$ cat config.mk
export PLATFORM = sky130hd
export DESIGN_NAME = mem_write_queue
export DESIGN_NICKNAME = d
export VERILOG_FILES = /design/src/rtl/mem_pkg.sv /design/src/rtl/wq_fifo.sv /design/src/rtl/mem_write_queue.sv
export SDC_FILE = /design/constraint.sdc
export NUM_CORES = 1
export LEC_CHECK = 0
export ABC_AREA = 1
export BUFFER_PORTS_ARGS = -buffer_cell sky130_fd_sc_hd__buf_2
export CAP_MARGIN = 10
export CORE_MARGIN = 3
export CORE_UTILIZATION = 33
export DETAILED_ROUTE_END_ITERATION = 7
export PLACE_DENSITY = 0.49
export SETUP_SLACK_MARGIN = 0.1
export SKIP_LAST_GASP = 1
export SYNTH_ARGS = -nofsm -noshare
export SYNTH_HDL_FRONTEND = slang
export SYNTH_SLANG_ARGS = --single-unit
$ cat constraint.sdc
create_clock -name clk -period 7.65 [get_ports clk]
set_input_delay 1.53 -clock clk [delete_from_list [all_inputs] [get_ports clk]]
set_output_delay 1.53 -clock clk [all_outputs]
set_load 0.01 [all_outputs]
$ cat src/rtl/mem_pkg.sv
// Shared definitions for the memory write queue: FSM encoding and default widths.
package mem_pkg;

    localparam int unsigned DEF_DEPTH  = 4;
    localparam int unsigned DEF_DATA_W = 32;
    localparam int unsigned DEF_ADDR_W = 16;

    typedef enum logic [1:0] {
        S_IDLE  = 2'd0,
        S_DRAIN = 2'd1,
        S_READ  = 2'd2
    } state_t;

    // Occupancy counter width: must hold the value DEPTH itself.
    function automatic int unsigned cnt_width(input int unsigned depth);
        return $clog2(depth) + 1;
    endfunction

endpackage

$ cat src/rtl/wq_fifo.sv
// Write-queue storage: circular buffer of (address, data) entries with occupancy count.
// Exposes the head entry and the entry behind it so the drain path can preload
// the next memory strobe into registers.
module wq_fifo
    import mem_pkg::*;
#(
    parameter int unsigned DEPTH  = DEF_DEPTH,
    parameter int unsigned DATA_W = DEF_DATA_W,
    parameter int unsigned ADDR_W = DEF_ADDR_W
) (
    input  logic                  clk,
    input  logic                  reset,
    input  logic                  push,
    input  logic                  pop,
    input  logic [ADDR_W-1:0]     push_addr,
    input  logic [DATA_W-1:0]     push_data,
    output logic [$clog2(DEPTH):0] count,
    output logic [ADDR_W-1:0]     head_addr,
    output logic [DATA_W-1:0]     head_data,
    output logic [ADDR_W-1:0]     next_addr,
    output logic [DATA_W-1:0]     next_data
);

    localparam int unsigned PTR_W = $clog2(DEPTH);
    localparam int unsigned CNT_W = cnt_width(DEPTH);

    logic [ADDR_W-1:0] addr_mem [DEPTH];
    logic [DATA_W-1:0] data_mem [DEPTH];
    logic [PTR_W-1:0]  head;
    logic [PTR_W-1:0]  tail;
    logic [PTR_W-1:0]  head_nx;

    assign head_nx   = head + PTR_W'(1);
    assign head_addr = addr_mem[head];
    assign head_data = data_mem[head];
    assign next_addr = addr_mem[head_nx];
    assign next_data = data_mem[head_nx];

    // Entry storage; contents are don't-care until pushed, so no reset.
    always_ff @(posedge clk) begin
        if (push) begin
            addr_mem[tail] <= push_addr;
            data_mem[tail] <= push_data;
        end
    end

    // Pointers wrap naturally at the power-of-two depth; count tracks push minus pop.
    always_ff @(posedge clk or posedge reset) begin
        if (reset) begin
            head  <= '0;
            tail  <= '0;
            count <= '0;
        end else begin
            if (push) tail <= tail + PTR_W'(1);
            if (pop)  head <= head_nx;
            if (push && !pop)      count <= count + CNT_W'(1);
            else if (pop && !push) count <= count - CNT_W'(1);
        end
    end

endmodule

$ cat src/rtl/mem_write_queue.sv
// Posted-write queue in front of a single-port memory. Queued writes drain one
// per cycle; reads are only taken when the queue is empty, so a read never
// overtakes an earlier write. All outputs except the queue count are registered.
module mem_write_queue
    import mem_pkg::*;
#(
    parameter int unsigned DEPTH  = DEF_DEPTH,
    parameter int unsigned DATA_W = DEF_DATA_W,
    parameter int unsigned ADDR_W = DEF_ADDR_W
) (
    input  logic                   clk,
    input  logic                   reset,
    input  logic                   wr_valid,
    input  logic [ADDR_W-1:0]      wr_addr,
    input  logic [DATA_W-1:0]      wr_data,
    output logic                   wr_ready,
    input  logic                   rd_valid,
    input  logic [ADDR_W-1:0]      rd_addr,
    output logic                   rd_ready,
    output logic [DATA_W-1:0]      rd_data,
    output logic                   rd_data_valid,
    output logic [ADDR_W-1:0]      mem_addr,
    output logic [DATA_W-1:0]      mem_data_out,
    output logic                   mem_write,
    input  logic [DATA_W-1:0]      mem_data_in,
    output logic [$clog2(DEPTH):0] count
);

    localparam int unsigned CNT_W = cnt_width(DEPTH);

    state_t            state;
    logic              push;
    logic              pop;
    logic              rd_accept;
    logic [CNT_W-1:0]  next_count;
    logic [ADDR_W-1:0] head_addr;
    logic [DATA_W-1:0] head_data;
    logic [ADDR_W-1:0] next_addr;
    logic [DATA_W-1:0] next_data;

    wq_fifo #(
        .DEPTH (DEPTH),
        .DATA_W(DATA_W),
        .ADDR_W(ADDR_W)
    ) u_fifo (
        .clk      (clk),
        .reset    (reset),
        .push     (push),
        .pop      (pop),
        .push_addr(wr_addr),
        .push_data(wr_data),
        .count    (count),
        .head_addr(head_addr),
        .head_data(head_data),
        .next_addr(next_addr),
        .next_data(next_data)
    );

    // Handshakes and the occupancy the queue will have after this edge.
    always_comb begin
        push       = wr_valid && wr_ready;
        pop        = (state == S_DRAIN);
        rd_accept  = (state == S_IDLE) && (count == '0) && rd_valid && rd_ready;
        next_count = count;
        if (push && !pop)      next_count = count + CNT_W'(1);
        else if (pop && !push) next_count = count - CNT_W'(1);
    end

    // FSM with registered memory bus; the bus value for the next cycle is
    // chosen here, including bypass of a write that refills an emptying queue.
    always_ff @(posedge clk or posedge reset) begin
        if (reset) begin
            state         <= S_IDLE;
            wr_ready      <= 1'b1;
            rd_ready      <= 1'b0;
            rd_data       <= '0;
            rd_data_valid <= 1'b0;
            mem_write     <= 1'b0;
            mem_addr      <= '0;
            mem_data_out  <= '0;
        end else begin
            wr_ready      <= (next_count < CNT_W'(DEPTH));
            rd_ready      <= 1'b0;
            rd_data_valid <= 1'b0;
            mem_write     <= 1'b0;
            mem_addr      <= '0;
            mem_data_out  <= '0;
            case (state)
                S_IDLE: begin
                    if (count != '0) begin
                        state        <= S_DRAIN;
                        mem_write    <= 1'b1;
                        mem_addr     <= head_addr;
                        mem_data_out <= head_data;
                    end else if (rd_accept) begin
                        state    <= S_READ;
                        mem_addr <= rd_addr;
                    end else begin
                        rd_ready <= (next_count == '0);
                    end
                end
                S_DRAIN: begin
                    if (count == CNT_W'(1) && !push) begin
                        state    <= S_IDLE;
                        rd_ready <= 1'b1;
                    end else begin
                        mem_write <= 1'b1;
                        if (count > CNT_W'(1)) begin
                            mem_addr     <= next_addr;
                            mem_data_out <= next_data;
                        end else begin
                            mem_addr     <= wr_addr;
                            mem_data_out <= wr_data;
                        end
                    end
                end
                S_READ: begin
                    state         <= S_IDLE;
                    rd_data       <= mem_data_in;
                    rd_data_valid <= 1'b1;
                    rd_ready      <= (next_count == '0);
                end
                default: begin
                    state <= S_IDLE;
                end
            endcase
        end
    end

endmodule

**After elaboration in Yosys (flattened, before gate mapping)**

Memories as Yosys holds them, arrays and structs flattened.
Cells that the tools add are included.

- Add/subtract/negate cells: 4
- $lt $le $gt $ge: 2
- Equality and inequality tests: 5
- Muxes and demuxes: 25
- Reduce and logical (&&, ||, !) cells: 14

Operator list:

| kind | number |
|---|---|
| 32-bit two-way mux | 3 |
| 16-bit two-way mux | 4 |
| 32-bit case mux with 2 select lines | 1 |
| 16-bit case mux with 2 select lines | 1 |
| 1-bit two-way mux | 8 |
| 1-bit logical AND | 7 |
| 3-bit zero test | 2 |
| 2-bit two-way mux | 3 |
| 3-bit two-way mux | 2 |
| 2-bit by 1-bit adder with 2-bit output, second input constant | 2 |
| 2-bit case mux with 2 select lines | 1 |
| 3-bit by 1-bit adder with 3-bit output, second input constant | 1 |
| 3-bit by 1-bit == test with 1-bit output, second input constant | 1 |
| 3-bit by 1-bit > comparator with 1-bit output, second input constant | 1 |
| 3-bit < comparator, second input constant | 1 |
| 3-bit by 2-bit != test with 1-bit output, second input constant | 1 |
| 1-bit case mux with 3 select lines | 1 |
| 3-bit nonzero test | 1 |
| 3-bit by 1-bit subtractor with 3-bit output, second input constant | 1 |
| 2-bit by 1-bit == test with 1-bit output, second input constant | 1 |
| 2-bit == test, second input constant | 1 |
| 1-bit zero test | 2 |
| 2-bit zero test | 1 |
| 2-bit != test, second input constant | 1 |
| other kinds (2) | 2 |

- Flip-flop bits (word level): 93
- RAM bits: 192
- Input port bits: 100
- Output and inout bits: 87
- Memories: 2

Memories:

| memory | words | width | rd ports | clocked after memory_dff | write ports | RTL line | RTL |
|---|---|---|---|---|---|---|---|
| u_fifo.data_mem | 4 | 32 | 2 | 0 | 1 | wq_fifo.sv:28 | `logic [DATA_W-1:0] data_mem [DEPTH];` |
| u_fifo.addr_mem | 4 | 16 | 2 | 0 | 1 | wq_fifo.sv:27 | `logic [ADDR_W-1:0] addr_mem [DEPTH];` |

**Depth between registers and ports, before layout**

Gate-level depths: netlist of the first run.

- Depth in word-level cells: 9
- Depth in mapped cells: 11

**Hierarchy**

A second synthesis of the first run with hierarchy kept.

- Cell total of the unflattened synthesis: 1460
- Area, all modules: 13626.8 µm²

By module, submodules not included:

| module | times used | cells an instance | area an instance (µm²) | seq. area each (µm²) |
|---|---|---|---|---|
| wq_fifo | 1 | 980 | 9576.7 | 5940.7 |
| mem_write_queue | 1 | 480 | 4050.1 | 2153.3 |

**Worst setup path after synthesis of the first run**

OpenSTA, ideal clock, no wires.

- Kind: input port to flip-flop
- Start point: input port wr_valid
- End point: memory u_fifo.addr_mem[0][0] (netlist bit), enable pin
- Data arrival time: 3.757 ns
- Data required time: 7.196 ns
- Path slack: 3.440 ns
- Stages: 2
- Path buffers: 0
- Path through: nand2_1 > nor2_1

- Longest elaborated chain between the ends: 3

Ends and longest elaborated chain:

| item | RTL line | RTL |
|---|---|---|
| from (decl) | mem_write_queue.sv:13 | `input logic wr_valid,` |
| 1-bit logical AND | mem_write_queue.sv:61 | `push = wr_valid && wr_ready;` |
| 1-bit two-way mux | wq_fifo.sv:41 | `if (push) begin` |
| 1-bit two-way mux (implied by the code) | wq_fifo.sv:42 | `addr_mem[tail] <= push_addr;` |
| to (decl) | wq_fifo.sv:27 |  |

No other way between the ends.

**Worst setup path in the final report of the first run**

- Start point: register u_fifo.head[1]
- End point: register mem_addr[12]

- Longest elaborated chain between the ends: 5

Ends and longest elaborated chain:

| item | RTL line | RTL |
|---|---|---|
| from (decl) | wq_fifo.sv:29 | `logic [PTR_W-1:0] head;` |
| from (signal assigned) | wq_fifo.sv:55 | `if (pop) head <= head_nx;` |
| 2-bit by 1-bit adder with 2-bit output | wq_fifo.sv:33 | `assign head_nx = head + PTR_W'(1);` |
| memory 4 x 16 bit * | -- |  |
| 16-bit two-way mux | mem_write_queue.sv:108 | `if (count > CNT_W'(1)) begin` |
| 16-bit two-way mux | mem_write_queue.sv:103 | `if (count == CNT_W'(1) && !push) begin` |
| 16-bit case mux with 2 select lines * | mem_write_queue.sv:88 | `case (state)` |
| to (signal assigned) | mem_write_queue.sv:93 | `mem_addr <= head_addr;` |
| to (signal assigned) | mem_write_queue.sv:109 | `mem_addr <= next_addr;` |
| to (signal assigned) | mem_write_queue.sv:112 | `mem_addr <= wr_addr;` |
| to (decl) | mem_write_queue.sv:22 | `output logic [ADDR_W-1:0] mem_addr,` |

Every way passes the cells marked *; elsewhere a longest branch is shown, timed or not.
A chain may end at the register's enable or synchronous reset.

==> flow_summary_export.csv, run 1 <==
group,metric,value,unit
global_routing,overflow,0,
clock_tree,cts_sinks,285,
floorplan,num_rows,71,
setup_path,crit_path_end_kind,"flop",
clock_tree,cts_tree,"built",
clock_tree,cts_setup_buffers,0,
detailed_routing,drcViolationCount,0,
setup_path,crit_start,"u_fifo.head[1]",
clock_tree,cts_root_buffer,"clkbuf_16",
global_routing,grtUsageTotal,17.3,%
floorplan,io-pin-count,187,
cells_and_area,final_cells,2091,
timing,slew_headroom,20.1,%
cells_and_area,layout-drive-gt1-share,16.4,%
cells_and_area,final_cell_mix,"nand2_1, edfxtp_1, buf_2, o21ai_0, nor2_1",
timing,fin_crit,4.22,ns
floorplan,dieArea,0.0417,sq mm
synthesis,syn_avg_cell_area,9.22,sq um
setup_path,reg2reg_depth,9,
setup_path,critical_path.top_delay_family,"simple AND/OR/NAND/NOR gates",
placed_design,gp_congestion,0.763,
floorplan,die_w,204,um
setup_path,required,8.03,ns
timing,worst_slew_pin_slew,1.20,ns
run_status,outcome,"complete, no violations",
setup_path,arrival,4.60,ns
cells_and_area,seq_area,0.00810,sq mm
timing,fmax,0.237,GHz
clock_tree,cts_buffer_depth,3,
cells_and_area,final_common_cell,"nand2_1",
detailed_routing,wl_per_cell,17.4,um
power,p_leak,6.41,nW
setup_path,path_cells,"inv_4, nand2_2, nand2_2, buf_4, o21ai_0, o21ai_1, nand2_1, nand2_1, nand3_1",
global_routing,grt_pass1_wl,56100,um
detailed_routing,drt-total-wl,36300,um
synthesis,synth_cells,1406,
cells_and_area,area_growth,18.1,%
clock_tree,clkTransAtPathRegs,0.06,ns
clock_tree,hold_buffers,0,
run,cap_violations,0,
synthesis,ys_seq_area_share,62.5,%
detailed_routing,ant_nets,0,
timing,fin_crit_sh,55.2,%
power,ir_drop,369,uV
floorplan,dieHeight,204,um
cells_and_area,multi_input_area,0.00418,sq mm
timing,tns,0,ns
timing,finalMaxSlewViolations,0,
floorplan,core-area,0.0382,sq mm
setup_path,path_buf_inv,2,
global_routing,grt_max_degree,179,
setup_path,r2r_start,"u_fifo.head[1]",
timing,fin_worst_skew,0.0192,ns
floorplan,start_util,33.9,%
synthesis,syn_nets,1514,
min_path,min-delay-start,"rd_data[29]",
setup_path,criticalPathCategory,"reg -> reg",
setup_path,cp_max_fo,82,
placed_design,dpl-instance-area,0.0143,sq mm
placed_design,port_buffers,186,
placed_design,dpl.hpwl,20100,um
detailed_routing,drtIter0Drc,607,
synthesis,netlist_area,0.0130,sq mm
cells_and_area,fin_area,0.0153,sq mm
cells_and_area,fillCellCount,3777,
placed_design,dp_cells,2031,
min_path,hold_path_depth,2,
setup_path,timing.critical_path.slowest_cell_delay,0.82,ns
detailed_routing,viasPerCell,4.78,
timing,hold-worst-slack,0.471,ns
setup_path,critPathSlowestCell,"dfrtp_4",
clock_tree,post_cts_resize_count,0,
global_routing,grt_pass1_vias,9756,
cells_and_area,final_nets,1664,
clock_tree,insertion_delay,0.51,ns
timing,hold_viol,0,
synthesis,yosysWarnings,0,
min_path,hold_path.class,"reg -> reg",
timing,rsz0062_at_grt,"false",
detailed_routing,vias,10002,
synthesis,yosysUniqueCellTypes,28,
power,powerDensity,411,mW/mm^2
global_routing,antenna_found_initial,3,
clock_tree,htree_levels,2,
setup_path,crit_cells,9,
setup_path,cp-start-kind,"flop",
detailed_routing,drt_pass1_iterations,5,
clock_tree,cts_buffers,34,
timing,setup_violations,0,
synthesis,synth_seq_cells,285,
[cell type report]
cell class	count	share of cell area, %
well taps	511	4.18
multi-input cells	948	27.3
clock buffers	48	6.17
inverters	89	2.25
clock inverters	11	0.499
flip-flops and latches	285	52.9
diodes	1	0.0163
repair buffers	198	6.67
[layer usage]
| layer | wire length (um) | global-route usage (%) | part of all wire (%) | vias up |
|---|---|---|---|---|
| met3 | 2320 | 3.30 | 6.4 | 47 |
| li1 | - | - | - | 4972 |
| met4 | 639 | 3.78 | 1.8 | 4 |
| met5 | 22 | 0 | 0.061 | - |
| met2 | 16800 | 29.0 | 46 | 335 |
| met1 | 16600 | 23.4 | 46 | 4644 |
[synthesized netlist by cell type, drive strengths merged]
library cell	instances	area (sq um)
nand3b	1	7.51
o22ai	30	188
ha	8	100
xor2	2	17.5
nand3	40	200
clkbuf	27	103
o21ai	213	1070
o211ai	1	7.51
or2	1	6.26
inv	89	337
a21oi	59	299
dfrtp	92	2300
nor2	162	613
nand2	430	1620
nand4	1	6.26
dfstp	1	26.3
buf	57	293
edfxtp	192	5770
[flip-flops by register name (all words and copies together) (netlist names)]
register / flops
u_fifo.count: 3
rd_data: 32
u_fifo.data_mem: 128
mem_write: 1
rd_ready: 1
u_fifo.addr_mem: 64
wr_ready: 1
mem_addr: 16
u_fifo.tail: 2
u_fifo.head: 2
rd_data_valid: 1
state: 2
mem_data_out: 32
[final timing paths]
| path | slack, ns | end |
|---|---|---|
| max reg2reg | 3.43 | mem_addr[12] |
| min reg2reg | 0.47 | rd_data[29] |
| max in group asynchronous | 5.30 | rd_data[10] |
| min | 0.47 | rd_data[29] |
| min in group asynchronous | 1.07 | mem_data_out[7] |
| max | 3.43 | mem_addr[12] |
[through the flow]
step                      util, %  setup slack, ns  total power [mW]
after floorplan                 -             3.44              4.03
after global placement       37.4             3.43              4.83
after detailed placement     37.4             3.38              4.86
after CTS                    40.1             3.37              6.38
after global routing         40.1             3.05              6.83
final                        40.1             3.43              6.29
[tightest hold or removal path: stages (launching register included)]
cell and delay, ns:
dfrtp_1 0.33, nand2_1 0.05, nand2_1 0.05
[power breakdown]
group	internal [mW]	switching (mW)
registers	2.04	0.226
logic	0.785	1.74
clock network	0.891	0.606
total	3.72	2.57
[logic make-up (layout without fill, tap and decap cells)]
logic type                 after synthesis  after routing  share of synthesized area (%)
and+or+nand+nor                        635            635                           18.9
AOI/OAI and AO/OA                      303            303                           12.0
DFF                                    285            285                           62.5
buffers and inverters                  173            346                           5.65
adders and majority gates                8              8                          0.772
xor gates and xnor gates                 2              2                          0.135
other                                    0              1                              0
No activity file was read; power rests on OpenSTA's default activity.
==> run 2, diff against run 1 <==
==> constraint.sdc (replaced) <==
create_clock -name clk -period 4 [get_ports clk]
set_input_delay 0.8 -clock clk [delete_from_list [all_inputs] [get_ports clk]]
set_output_delay 0.8 -clock clk [all_outputs]
set_load 0.01 [all_outputs]
==> run 2 against run 1 <==
Clock skew shrank 0.0059 ns. Global-route usage grew 0.32 points. Wire length grew 1.7%. Non-clock buffer count grew 13. Maximum frequency grew 70%. Register-to-register slack lost 1.9 ns. Largest cell class unchanged. Flip-flop and latch count is the same. Critical path depth is the same. Sequential power grew 89%. Sequential share of layout area shrank 0.75 points. Die area is the same. Largest power group unchanged. Worst setup slack lost 1.9 ns.
==> flow_summary_export.csv, run 2 (synthesis gave the netlist of run 1 again) <==
group,metric,value,unit
floorplan,die_w,204,um
detailed_routing,wl_per_cell,17.5,um
detailed_routing,viasPerCell,4.86,
floorplan,dieHeight,204,um
global_routing,antenna_found_initial,6,
cells_and_area,fin_area,0.0155,sq mm
cells_and_area,area_growth,19.9,%
detailed_routing,drt-total-wl,37000,um
setup_path,crit_path_end_kind,"flop",
clock_tree,htree_levels,2,
global_routing,grtUsageMet2,28.2,%
power,powerDensity,796,mW/mm^2
timing,slew_headroom,30.1,%
setup_path,required,4.40,ns
clock_tree,cts_tree,"built",
floorplan,core-area,0.0382,sq mm
detailed_routing,ant_nets,0,
cells_and_area,multi_input_area,0.00418,sq mm
timing,fin_ws,1.52,ns
detailed_routing,drt_pass1_iterations,5,
cells_and_area,fillCellCount,3781,
timing,rsz0062_at_grt,"false",
setup_path,cp_max_fo,31,
global_routing,grt_max_degree,74,
global_routing,grtUsageTotal,17.6,%
cells_and_area,final_nets,1677,
timing,setup_violations,0,
placed_design,dpl.hpwl,21900,um
timing,hold_viol,0,
timing,tns,0,ns
timing,fin_crit,2.48,ns
cells_and_area,seq_area,0.00810,sq mm
detailed_routing,drcViolationCount,0,
cells_and_area,final_common_cell,"nand2_1",
floorplan,num_rows,71,
timing,fmax,0.403,GHz
placed_design,dp_cells,2044,
setup_path,arrival,2.88,ns
clock_tree,hold_buffers,0,
timing,worst_slew_pin_slew,1.05,ns
placed_design,port_buffers,186,
setup_path,crit_start,"u_fifo.count[1]",
global_routing,grtUsageMet3,3.33,%
cells_and_area,reg_top3,"u_fifo.data_mem x128, u_fifo.addr_mem x64",
cells_and_area,layout-drive-gt1-share,17.3,%
clock_tree,post_cts_resize_count,0,
timing,fin_worst_skew,0.0133,ns
floorplan,io-pin-count,187,
power,ir_drop,313,uV
global_routing,grt_pass1_vias,9998,
cells_and_area,final_cells,2107,
placed_design,pre_cts_ws,1.20,ns
power,p_leak,6.52,nW
clock_tree,cts_setup_buffers,0,
floorplan,dieArea,0.0417,sq mm
global_routing,overflow,0,
global_routing,gr-max-usage-layer,"met2",
floorplan,start_util,33.9,%
global_routing,grt_pass1_wl,57500,um
clock_tree,clkTransAtPathRegs,0.06,ns
setup_path,cp-start-kind,"flop",
clock_tree,cts_buffers,34,
clock_tree,insertion_delay,0.52,ns
cells_and_area,largest_register,"u_fifo.data_mem",
clock_tree,cts_root_buffer,"clkbuf_16",
cells_and_area,largest_reg_flops,128,
setup_path,r2r_start,"u_fifo.count[1]",
timing,fin_crit_sh,62.0,%
cells_and_area,final_cell_mix,"nand2_1, edfxtp_1, buf_2, o21ai_0, nor2_1",
run_status,outcome,"complete, no violations",
clock_tree,cts_sinks,285,
detailed_routing,drtIter0Drc,681,
min_path,hold_path.class,"in -> async",
run,cap_violations,0,
clock_tree,cts_buffer_depth,3,
detailed_routing,vias,10232,
placed_design,gp_congestion,0.755,
setup_path,criticalPathCategory,"reg -> reg",
placed_design,dpl-instance-area,0.0144,sq mm
timing,finalMaxSlewViolations,0,
global_routing,grt.met1_usage,24.6,%
run 2: changes by cell type in the layout (fill, tap and decap cells not counted), sizes merged:
cell | before | now
buf | 198 | 211
bufinv | 1 | 3
clkinv | 9 | 10
run 2: stage by stage:
stage          hold slack (ns)  util, %  power, mW
3_5_place_dp             0.461     37.8       9.44
2_1_floorplan            0.515        -       7.71
6_report                 0.400     40.7       12.4
4_1_cts                  0.416     40.7       12.6
3_3_place_gp             0.458     37.8       9.38
5_1_grt                  0.444     40.7       13.4
run 2: worst paths after layout:
check                                    to  slack, ns  depth (start not counted)
max                        mem_data_out[18]       1.52                          9
max reg2reg                mem_data_out[18]       1.52                          9
max in group asynchronous        rd_data[1]       2.76                          3
min reg2reg                      rd_data[2]       0.47                          2
min                        mem_data_out[24]       0.40                          2
min in group clk                 rd_data[2]       0.47                          2
run 2: power breakdown:
group          internal, mW  leakage [nW]  switching, mW  total (mW)
clock                  1.85         0.539           1.19        3.04
combinational          1.60          3.22           3.43        5.03
sequential             3.90          2.76          0.397        4.30
run 2: layout make-up:
type                    instances  share of cell area [%]
flip-flops and latches        285                    52.2
diodes                          1                  0.0161
inverters                      89                    2.22
multi-input cells             948                    26.9
clock buffers                  48                    6.08
clock inverters                14                    1.05
well taps                     511                    4.12
repair buffers                211                    7.44
run 2: critical path, cell delays in order, from the launching register on:
cell	delay (ns)
dfrtp_1	0.43
inv_1	0.12
ha_1	0.19
inv_1	0.05
nor2_1	0.07
a21oi_4	0.80
buf_4	0.42
o21ai_0	0.14
nand2_1	0.07
nand2_1	0.04
run 2: metal layers:
layer / wire length [um] / share of wire, % / up-vias
met3: 2180 / 5.9 / 55
met1: 17100 / 46 / 4875
met5: 57 / 0.15 / -
met4: 702 / 1.9 / 10
li1: - / - / 5010
met2: 17000 / 46 / 282
